===== src/rtl/bram_playback_pkg.sv =====
// bram_pkg: state encodings and widths shared by the BRAM capture writer and playback reader
package bram_pkg;
    localparam int DEF_ADDR_W = 13;
    localparam int DEF_DATA_W = 32;
    localparam int SAMPLE_LSB = 0;
    localparam int SAMPLE_MSB = 1;
    localparam int SAMPLE_W   = SAMPLE_MSB - SAMPLE_LSB + 1;
    localparam int TMR_W      = 16;

    typedef logic [2:0] state_t;

    localparam logic [2:0] IDLE    = 3'd0;
    localparam logic [2:0] READ    = 3'd1;
    localparam logic [2:0] WAIT    = 3'd2;
    localparam logic [2:0] PRESENT = 3'd3;
    localparam logic [2:0] GAP     = 3'd4;
endpackage


===== src/rtl/bram_playback_if.sv =====
// bram_playback_if: BRAM port-B read bus plus the sample valid/ready stream
interface bram_playback_if #(
    parameter int ADDR_W = bram_pkg::DEF_ADDR_W,
    parameter int DATA_W = bram_pkg::DEF_DATA_W
);
    logic                        enb;
    logic [ADDR_W-1:0]           addrb;
    logic [DATA_W-1:0]           doutb;
    logic [bram_pkg::SAMPLE_W-1:0] sample;
    logic                        valid;
    logic                        ready;

    modport master (output enb, addrb, sample, valid, input doutb, ready);
    modport slave  (input enb, addrb, sample, valid, output doutb, ready);
endinterface


===== src/rtl/bram_playback_pace_timer.sv =====
// pace_timer: loadable down-counter that stops at zero; times both BRAM latency and inter-sample gaps
module pace_timer #(
    parameter int W = 16
) (
    input  logic         i_clk,
    input  logic         i_reset,
    input  logic         i_load,
    input  logic [W-1:0] i_value,
    output logic         o_zero
);
    logic [W-1:0] cnt_q, cnt_d;

    // load takes priority; otherwise count down and park at zero
    always_comb begin
        cnt_d = i_load ? i_value : (cnt_q != '0 ? cnt_q - W'(1) : cnt_q);
    end

    // counter register, cleared asynchronously
    always_ff @(posedge i_clk or negedge i_reset) begin
        if (!i_reset) cnt_q <= '0;
        else          cnt_q <= cnt_d;
    end

    assign o_zero = cnt_q == '0;
endmodule


===== src/rtl/bram_playback.sv =====
// bram_playback: walks BRAM port B over a latched count and streams 2-bit samples on valid/ready
module bram_playback
    import bram_pkg::*;
#(
    parameter int ADDR_W   = DEF_ADDR_W,
    parameter int DATA_W   = DEF_DATA_W,
    parameter int READ_LAT = 1,
    parameter int PACE     = 0
) (
    input  logic              i_clk,
    input  logic              i_reset,
    input  logic              i_start,
    input  logic              i_abort,
    input  logic [ADDR_W-1:0] i_count,
    output logic              o_busy,
    output logic              o_done,
    bram_playback_if.master   bus
);
    localparam logic [TMR_W-1:0] LAT_LOAD = TMR_W'(READ_LAT - 1);
    localparam logic [TMR_W-1:0] GAP_LOAD = TMR_W'(PACE > 0 ? PACE - 1 : 0);

    state_t              state_q, state_d;
    logic [ADDR_W-1:0]   addr_q, addr_d, count_q, count_d;
    logic [SAMPLE_W-1:0] sample_q, sample_d;
    logic                valid_q, valid_d, enb_q, enb_d, busy_q, busy_d, done_q, done_d;
    logic                tmr_load, tmr_zero, last;
    logic [DATA_W-1:0]   unused_doutb;

    assign unused_doutb = bus.doutb;
    assign last         = addr_q == count_q - ADDR_W'(1);
    // READ arms the latency count; PRESENT keeps the gap count armed until the handshake
    assign tmr_load     = state_q == READ || state_q == PRESENT;

    pace_timer #(.W(TMR_W)) u_timer (
        .i_clk   (i_clk),
        .i_reset (i_reset),
        .i_load  (tmr_load),
        .i_value (state_q == READ ? LAT_LOAD : GAP_LOAD),
        .o_zero  (tmr_zero)
    );

    // playback FSM with abort overriding every state; outputs are decoded from the next state
    always_comb begin
        state_d  = state_q;
        addr_d   = addr_q;
        count_d  = count_q;
        sample_d = sample_q;
        done_d   = 1'b0;
        if (i_abort) begin
            state_d  = IDLE;
            addr_d   = '0;
            sample_d = '0;
        end else begin
            case (state_q)
                IDLE: if (i_start) begin
                    if (i_count != '0) begin
                        count_d = i_count;
                        addr_d  = '0;
                        state_d = READ;
                    end else begin
                        done_d = 1'b1;
                    end
                end
                READ:    state_d = WAIT;
                WAIT: if (tmr_zero) begin
                    sample_d = bus.doutb[SAMPLE_MSB:SAMPLE_LSB];
                    state_d  = PRESENT;
                end
                PRESENT: if (bus.ready) begin
                    if (last) begin
                        state_d = IDLE;
                        done_d  = 1'b1;
                    end else begin
                        addr_d  = addr_q + ADDR_W'(1);
                        state_d = PACE > 0 ? GAP : READ;
                    end
                end
                GAP:     state_d = tmr_zero ? READ : GAP;
                default: state_d = IDLE;
            endcase
        end
        valid_d = state_d == PRESENT;
        enb_d   = state_d == READ;
        busy_d  = state_d != IDLE;
    end

    // state, address/count and registered outputs, all cleared asynchronously
    always_ff @(posedge i_clk or negedge i_reset) begin
        if (!i_reset) begin
            state_q  <= IDLE;
            addr_q   <= '0;
            count_q  <= '0;
            sample_q <= '0;
            valid_q  <= 1'b0;
            enb_q    <= 1'b0;
            busy_q   <= 1'b0;
            done_q   <= 1'b0;
        end else begin
            state_q  <= state_d;
            addr_q   <= addr_d;
            count_q  <= count_d;
            sample_q <= sample_d;
            valid_q  <= valid_d;
            enb_q    <= enb_d;
            busy_q   <= busy_d;
            done_q   <= done_d;
        end
    end

    assign bus.enb    = enb_q;
    assign bus.addrb  = addr_q;
    assign bus.sample = sample_q;
    assign bus.valid  = valid_q;
    assign o_busy     = busy_q;
    assign o_done     = done_q;
endmodule

===== src/flat_wrapper.sv =====
// flat-port wrapper written by rule: the top's interface ports become plain ports
module bram_playback_flat import bram_pkg::*;
#(
    parameter int ADDR_W   = DEF_ADDR_W,
    parameter int DATA_W   = DEF_DATA_W,
    parameter int READ_LAT = 1,
    parameter int PACE     = 0
)
  (i_clk, i_reset, i_start, i_abort, i_count, o_busy, o_done, bus_enb, bus_addrb, bus_sample, bus_valid, bus_doutb, bus_ready);
  bram_playback_if #(.ADDR_W(ADDR_W), .DATA_W(DATA_W)) bus_i ();
  input  logic i_clk;
  input  logic i_reset;
  input  logic i_start;
  input  logic i_abort;
  input  logic [ADDR_W-1:0] i_count;
  output logic o_busy;
  output logic o_done;
  output wire logic [$bits(bus_i.enb)-1:0] bus_enb;
  output wire logic [$bits(bus_i.addrb)-1:0] bus_addrb;
  output wire logic [$bits(bus_i.sample)-1:0] bus_sample;
  output wire logic [$bits(bus_i.valid)-1:0] bus_valid;
  input wire logic [$bits(bus_i.doutb)-1:0] bus_doutb;
  input wire logic [$bits(bus_i.ready)-1:0] bus_ready;
  assign bus_enb = bus_i.enb;
  assign bus_addrb = bus_i.addrb;
  assign bus_sample = bus_i.sample;
  assign bus_valid = bus_i.valid;
  assign bus_i.doutb = bus_doutb;
  assign bus_i.ready = bus_ready;
  bram_playback #(.ADDR_W(ADDR_W), .DATA_W(DATA_W), .READ_LAT(READ_LAT), .PACE(PACE)) u_core (.i_clk(i_clk), .i_reset(i_reset), .i_start(i_start), .i_abort(i_abort), .i_count(i_count), .o_busy(o_busy), .o_done(o_done), .bus(bus_i));
endmodule

===== config.mk =====
export PLATFORM = sky130hd
export DESIGN_NAME = bram_playback_flat
export DESIGN_NICKNAME = d
export VERILOG_FILES = /design/src/rtl/bram_playback_pkg.sv /design/src/rtl/bram_playback_if.sv /design/src/rtl/bram_playback_pace_timer.sv /design/src/rtl/bram_playback.sv /design/src/flat_wrapper.sv
export SDC_FILE = /design/constraint.sdc
export NUM_CORES = 1
export LEC_CHECK = 0
export ABC_AREA = 1
export CAP_MARGIN = 20
export CORE_ASPECT_RATIO = 0.9
export CORE_UTILIZATION = 33
export CTS_BUF_LIST = sky130_fd_sc_hd__clkbuf_4
export DETAILED_ROUTE_END_ITERATION = 7
export DONT_BUFFER_PORTS = 1
export PLACE_DENSITY = 0.44
export SYNTH_ARGS = -nofsm -noshare
export SYNTH_HDL_FRONTEND = slang
export SYNTH_HIERARCHICAL = 1
export SYNTH_SLANG_ARGS = --single-unit

===== constraint.sdc =====
create_clock -name i_clk -period 2.51 [get_ports i_clk]
set_clock_uncertainty 0.05 [all_clocks]
set_input_delay 0.502 -clock i_clk [delete_from_list [all_inputs] [get_ports i_clk]]
set_output_delay 0.502 -clock i_clk [all_outputs]
set_load 0.05 [all_outputs]

* Word-level counts from Yosys, hierarchy flattened
Cells that the tools add are included.
** Operators by class
- Add/sub/neg operators :: 3
- Eq/ne operators :: 11
- Bitwise logic cells :: 1
- Mux-type cells :: 25
- Reduce and logical (&&, ||, !) cells :: 13
** Operators with widths (count)
- $mux W13 :: 5
- $mux W16 :: 2
- $pmux W13 S2 :: 1
- $mux W3 :: 6
- $logic_not A16 Y1 :: 1
- $reduce_bool A16 Y1 :: 1
- $sub A16 B1 Y16 const B :: 1
- $pmux W3 S5 :: 1
- $add A13 B1 Y13 const B :: 1
- $eq A13 B13 Y1 :: 1
- $reduce_bool A13 Y1 :: 1
- $sub A13 B1 Y13 const B :: 1
- $eq A3 B2 Y1 const B :: 3
- $ne A3 B3 Y1 const B :: 3
- $eq A3 B1 Y1 const B :: 2
- $mux W1 :: 6
- $mux W2 :: 3
- $reduce_bool A2 Y1 :: 3
- $reduce_bool A3 Y1 :: 2
- $reduce_and A5 Y1 :: 1
- $reduce_and A4 Y1 :: 1
- $eq A3 B3 Y1 const B :: 1
- $logic_not A3 Y1 :: 1
- $ne A3 B2 Y1 const B :: 1
- other kinds (4) :: 4
** Storage, ports and cells
- Word-level logic and storage cells :: 62
- Input bits :: 50
- Flip-flop bits (word level) :: 51
- Output and inout bits :: 19

* Depth between registers and ports, before layout
- Depth after elaboration :: 7
- Gate-level depth with buffers :: 16
- Mapped depth without buffers :: 16

* By module
The synthesis kept the hierarchy.
** By module, submodules not included
- bram_playback :: times used 1, area each 2503.7 um^2, seq. area each 875.8 um^2, cells an instance 356
- pace_timer :: times used 1, area each 1184.9 um^2, seq. area each 400.4 um^2, cells an instance 167

* Least setup slack after synthesis
Ideal clock, no wire load.
- Kind :: reg-to-reg
- Start :: reg u_core.addr_q[4], in the netlist u_core/bus.addrb[4]
- End :: reg u_core.addr_q[3], in the netlist u_core/bus.addrb[3]
- Arrival time :: 1796 ps
- Library setup time :: 123 ps
- Cell stages (with the launch flop) :: 14
- Path slack :: 540 ps
- Data required time :: 2337 ps
- Clock period less this slack :: 1970 ps
- Buffers on the path :: 2
- Path through :: dfrtp_1 clkbuf_2 xnor2_1 nand2_1 nand3_1 nor2_1 nand4_2 nor2_2 nand2_2 nand2_4 nand2_4 buf_6 nand2_2 o21ai_2
** Between the ends
- Word-level cells in the longest chain between the ends :: 3
** Ends and longest elaborated chain
- from (decl) :: line bram_playback.sv:23 : logic [ADDR_W-1:0] addr_q, addr_d, count_q, count_d;
- from (signal assigned) :: line bram_playback.sv:100 : addr_q <= addr_d;
- $eq A13 B13 Y1 :: line bram_playback.sv:30 : assign last = addr_q == count_q - ADDR_W'(1);
- $ne A3 B3 Y1 (no source line)
- $reduce_and A5 Y1 (no source line)
No other way between the ends.
A chain may end at the register's enable or synchronous reset.

* Worst setup path in the final report
- Start :: reg u_core.count_q[0]
- End :: reg u_core.addr_q[3], in the netlist u_core/bus.addrb[3]
** Between the ends
- Word-level cells in the longest chain between the ends :: 4
** Ends and longest elaborated chain
- from (decl) :: line bram_playback.sv:23
- from (signal assigned) :: line bram_playback.sv:101 : count_q <= count_d;
- $sub A13 B1 Y13 :: line bram_playback.sv:30
- $eq A13 B13 Y1 :: line bram_playback.sv:30
- $ne A3 B3 Y1 (no source line)
- $reduce_and A5 Y1 (no source line)
No other way between the ends.

==> impl_results.md <==
- Status: finished, final reports clean
- Number of top-level pins: 69
- CTS Buffer Depth: 2
- Pin count of the biggest net entering global routing: 52
- Crit start category: register
- Worst Path Arrival: 2.50 ns
- # clock sinks: 51
- Total core area: 10900 sq um
- FFs w/ async S/R, synth: 100%
- Synth area leaders: dfrtp_1, nand2_1, inv_1
- First-pass GRT wire length: 15600 um
- CP endpoint kind: register
- Post-synthesis sequential area ratio: 34.6%
- Avg Cell Area, Syn: 7.05 sq um
- Hold Startpoint: i_abort
- Die H: 102 um
- DR WL/cell: 13.6 um
- Worst hold margin: 0.0713 ns
- Final period util: 89.2%
- RR Endpoint: u_core/bus.addrb[3]
- GPL Wtd Cong: 0.822
- Clock latency on the worst-skew pair: 0.41 ns
- Critical Path Fanout Max: 22
- Mapped Area: 3690 sq um
- Area share of the largest cell type after synthesis: 34.6%
- Layout cells sized above 1: 14.3%
- Yosys warns: 6
- Vias per cell: 4.65
- Prevailing post-synth register cell: dfrtp_1
- Initial Util: 34.0%
- CTS tree: yes
- MaxCap Viol Count: 0
- Synth Instances: 523
- Final Slew Violations: 0
- Synth cell types: 38
- PD cells: 615 nW/um^2
- Reg2reg start: u_core/count_q[0]
- Final nets: 604
- Hold path depth: 1
- Crit Path Category: reg -> reg
- # diodes: 0
- Sink of the worst hold path: u_core/bus.sample[1]
- Synth area leader: dfrtp_1
- # rows: 36
- Vias in the first global route: 2923
- Antenna Nets Post-Route: 0
- Post-layout util: 37.6%
- Finish-stage setup viols: 0
- Residual DRC: 0
- Root buffer cell: clkbuf_4
- Gr ovfl total: 0
- Port Buf Inserts: 0
- 1st-iter DRT viols: 202
- Post-CTS setup repair buffer count: 0
- Final hold viol count: 0
- #FFs+latches synth: 51
- Worst R2R Setup Slack: 0.27 ns
- P_leak: 0.00204 uW
- P&R area growth vs syn: 10.8%
- Achievable clock frequency: 447 MHz
- Die area: 11600 sq um
- Synth cell count leaders: nand2_1, inv_1, nor2_1
- Post-synth EDFFs: 0
- HPWL Detailed: 7390 um
- Hold Path Class: in -> reg
- Most frequent cell after synthesis: nand2_1
- Htree depth: 2
- Final TNS setup: 0 ns
- Worst reg-to-reg path cell count: 13
- CTS clk-pin slew, worst paths: 0.16 ns
- Die X: 113 um
- Vias: 3274
- GR Util All Layers: 17.7%
- Detailed-router iteration count before antenna repair: 4
- Drt total wl: 9550 um
- Total CTS buffers: 5
- VDD IR max: 459 uV
- Fillcell total: 1182
- Initial antenna violation count: 0
- WP data required: 2.77 ns
- Min Tclk post-route: 2.24 ns
- RSZ-0062 raised after global routing: false
[critical path: stages (launching register included)]
cell and delay (ns):
dfrtp_1 0.41, inv_1 0.11, ha_1 0.20, nand2_1 0.20
o21ai_1 0.25, nand2_1 0.07, nand2_1 0.10, nand4_2 0.11
nor2_2 0.10, nand2_2 0.09, nand2_4 0.12, nand2_8 0.15
nand2_2 0.11, o21ai_2 0.05
[power breakdown]
part / total [uW] / switching, uW / internal (uW)
Clock: 401 / 297 / 103
Sequential: 1150 / 185 / 965
Combinational: 963 / 612 / 351
[state kept, by name, summed over array words and instances, names as in the netlist, 2 cells and up]
signal	count
u_core/count_q	13
u_core/bus.sample	2
u_core/bus.addrb	13
u_core/state_q	3
u_core/u_timer/cnt_q	16
[metal layers]
| metal | vias to the layer above | share of wire (%) | global-route usage, % |
|---|---|---|---|
| met2 | 84 | 40 | 24.8 |
| li1 | 1685 | - | - |
| met4 | 0 | 1.1 | 5.16 |
| met5 | - | 0 | 0 |
| met3 | 8 | 8.9 | 3.74 |
| met1 | 1497 | 50 | 27.0 |
[cell usage in the layout (no fill, tap or decap), types with 2 or more instances in the layout]
cell type	n
nand2_1	148
nand3_4	2
clkinv_1	2
o21ai_1	4
ha_1	3
buf_4	16
nor4_1	6
nand2_2	13
nor2_2	8
nor2_8	2
conb_1	16
nand2_4	3
o21ai_0	17
mux2_2	3
nand3_1	37
o21bai_2	3
a21oi_1	3
a211oi_1	2
nand3b_1	5
clkbuf_4	5
nor2_1	58
xnor2_1	7
nand4_1	9
nor2_4	5
inv_1	74
dfrtp_1	51
nor3_1	12
or2_2	3
xor2_1	14
o21ai_2	9
[how the worst max path moves through the flow]
stage,start,to,slack [ns],depth (start not counted)
2_1_floorplan,u_core/bus.addrb[4],u_core/bus.addrb[3],0.54,13
3_3_place_gp,u_core/u_timer/cnt_q[0],u_core/bus.enb,0.14,12
3_5_place_dp,u_core/u_timer/cnt_q[0],u_core/bus.enb,0.15,12
4_1_cts,u_core/u_timer/cnt_q[0],u_core/bus.enb,0.11,12
5_1_grt,u_core/u_timer/cnt_q[0],u_core/bus.enb,0.05,12
6_report,u_core/count_q[0],u_core/bus.addrb[3],0.27,13
[per-stage QoR]
step           total power, uW  setup slack, ns  instances  instance area, sq um
2_1_floorplan             1930            0.540        538                  3740
3_3_place_gp              2090            0.141        694                  3980
3_5_place_dp              2100            0.150        694                  3980
4_1_cts                   2550            0.109        704                  4070
5_1_grt                   2750           0.0504        704                  4090
6_report                  2510            0.272        704                  4090
[cells by family (layout without fill, tap and decap cells)]
logic type | count (synthesis) | count (layout) | share of synthesized area, %
adders and majority gates | 3 | 3 | 1.02
xor gates and xnor gates | 22 | 22 | 5.43
muxes | 3 | 3 | 0.916
buffers and inverters | 86 | 100 | 9.67
other | 1 | 16 | 0.102
DFF | 51 | 51 | 34.6
and+or+nand+nor | 317 | 317 | 41.1
AOI/OAI and AO/OA | 40 | 40 | 7.16
[layout make-up]
cell class              instances  area (sq um)  share of cell area (%)
multi-input cells             401          2130                    52.2
flip-flops and latches         51          1280                    31.2
inverters                      74           278                    6.80
well taps                     152           190                    4.65
repair buffers                 18           158                    3.86
clock buffers                   5          37.5                   0.919
clock inverters                 3          15.0                   0.367
[what timing repair did]
action                                  CTS  global route
endpoints found under the setup margin    0            11
gates resized for setup                   0             3
hold endpoints to repair                 51             0
hold buffers                              2             0
Note: power is estimated with default switching activity, not from simulation.
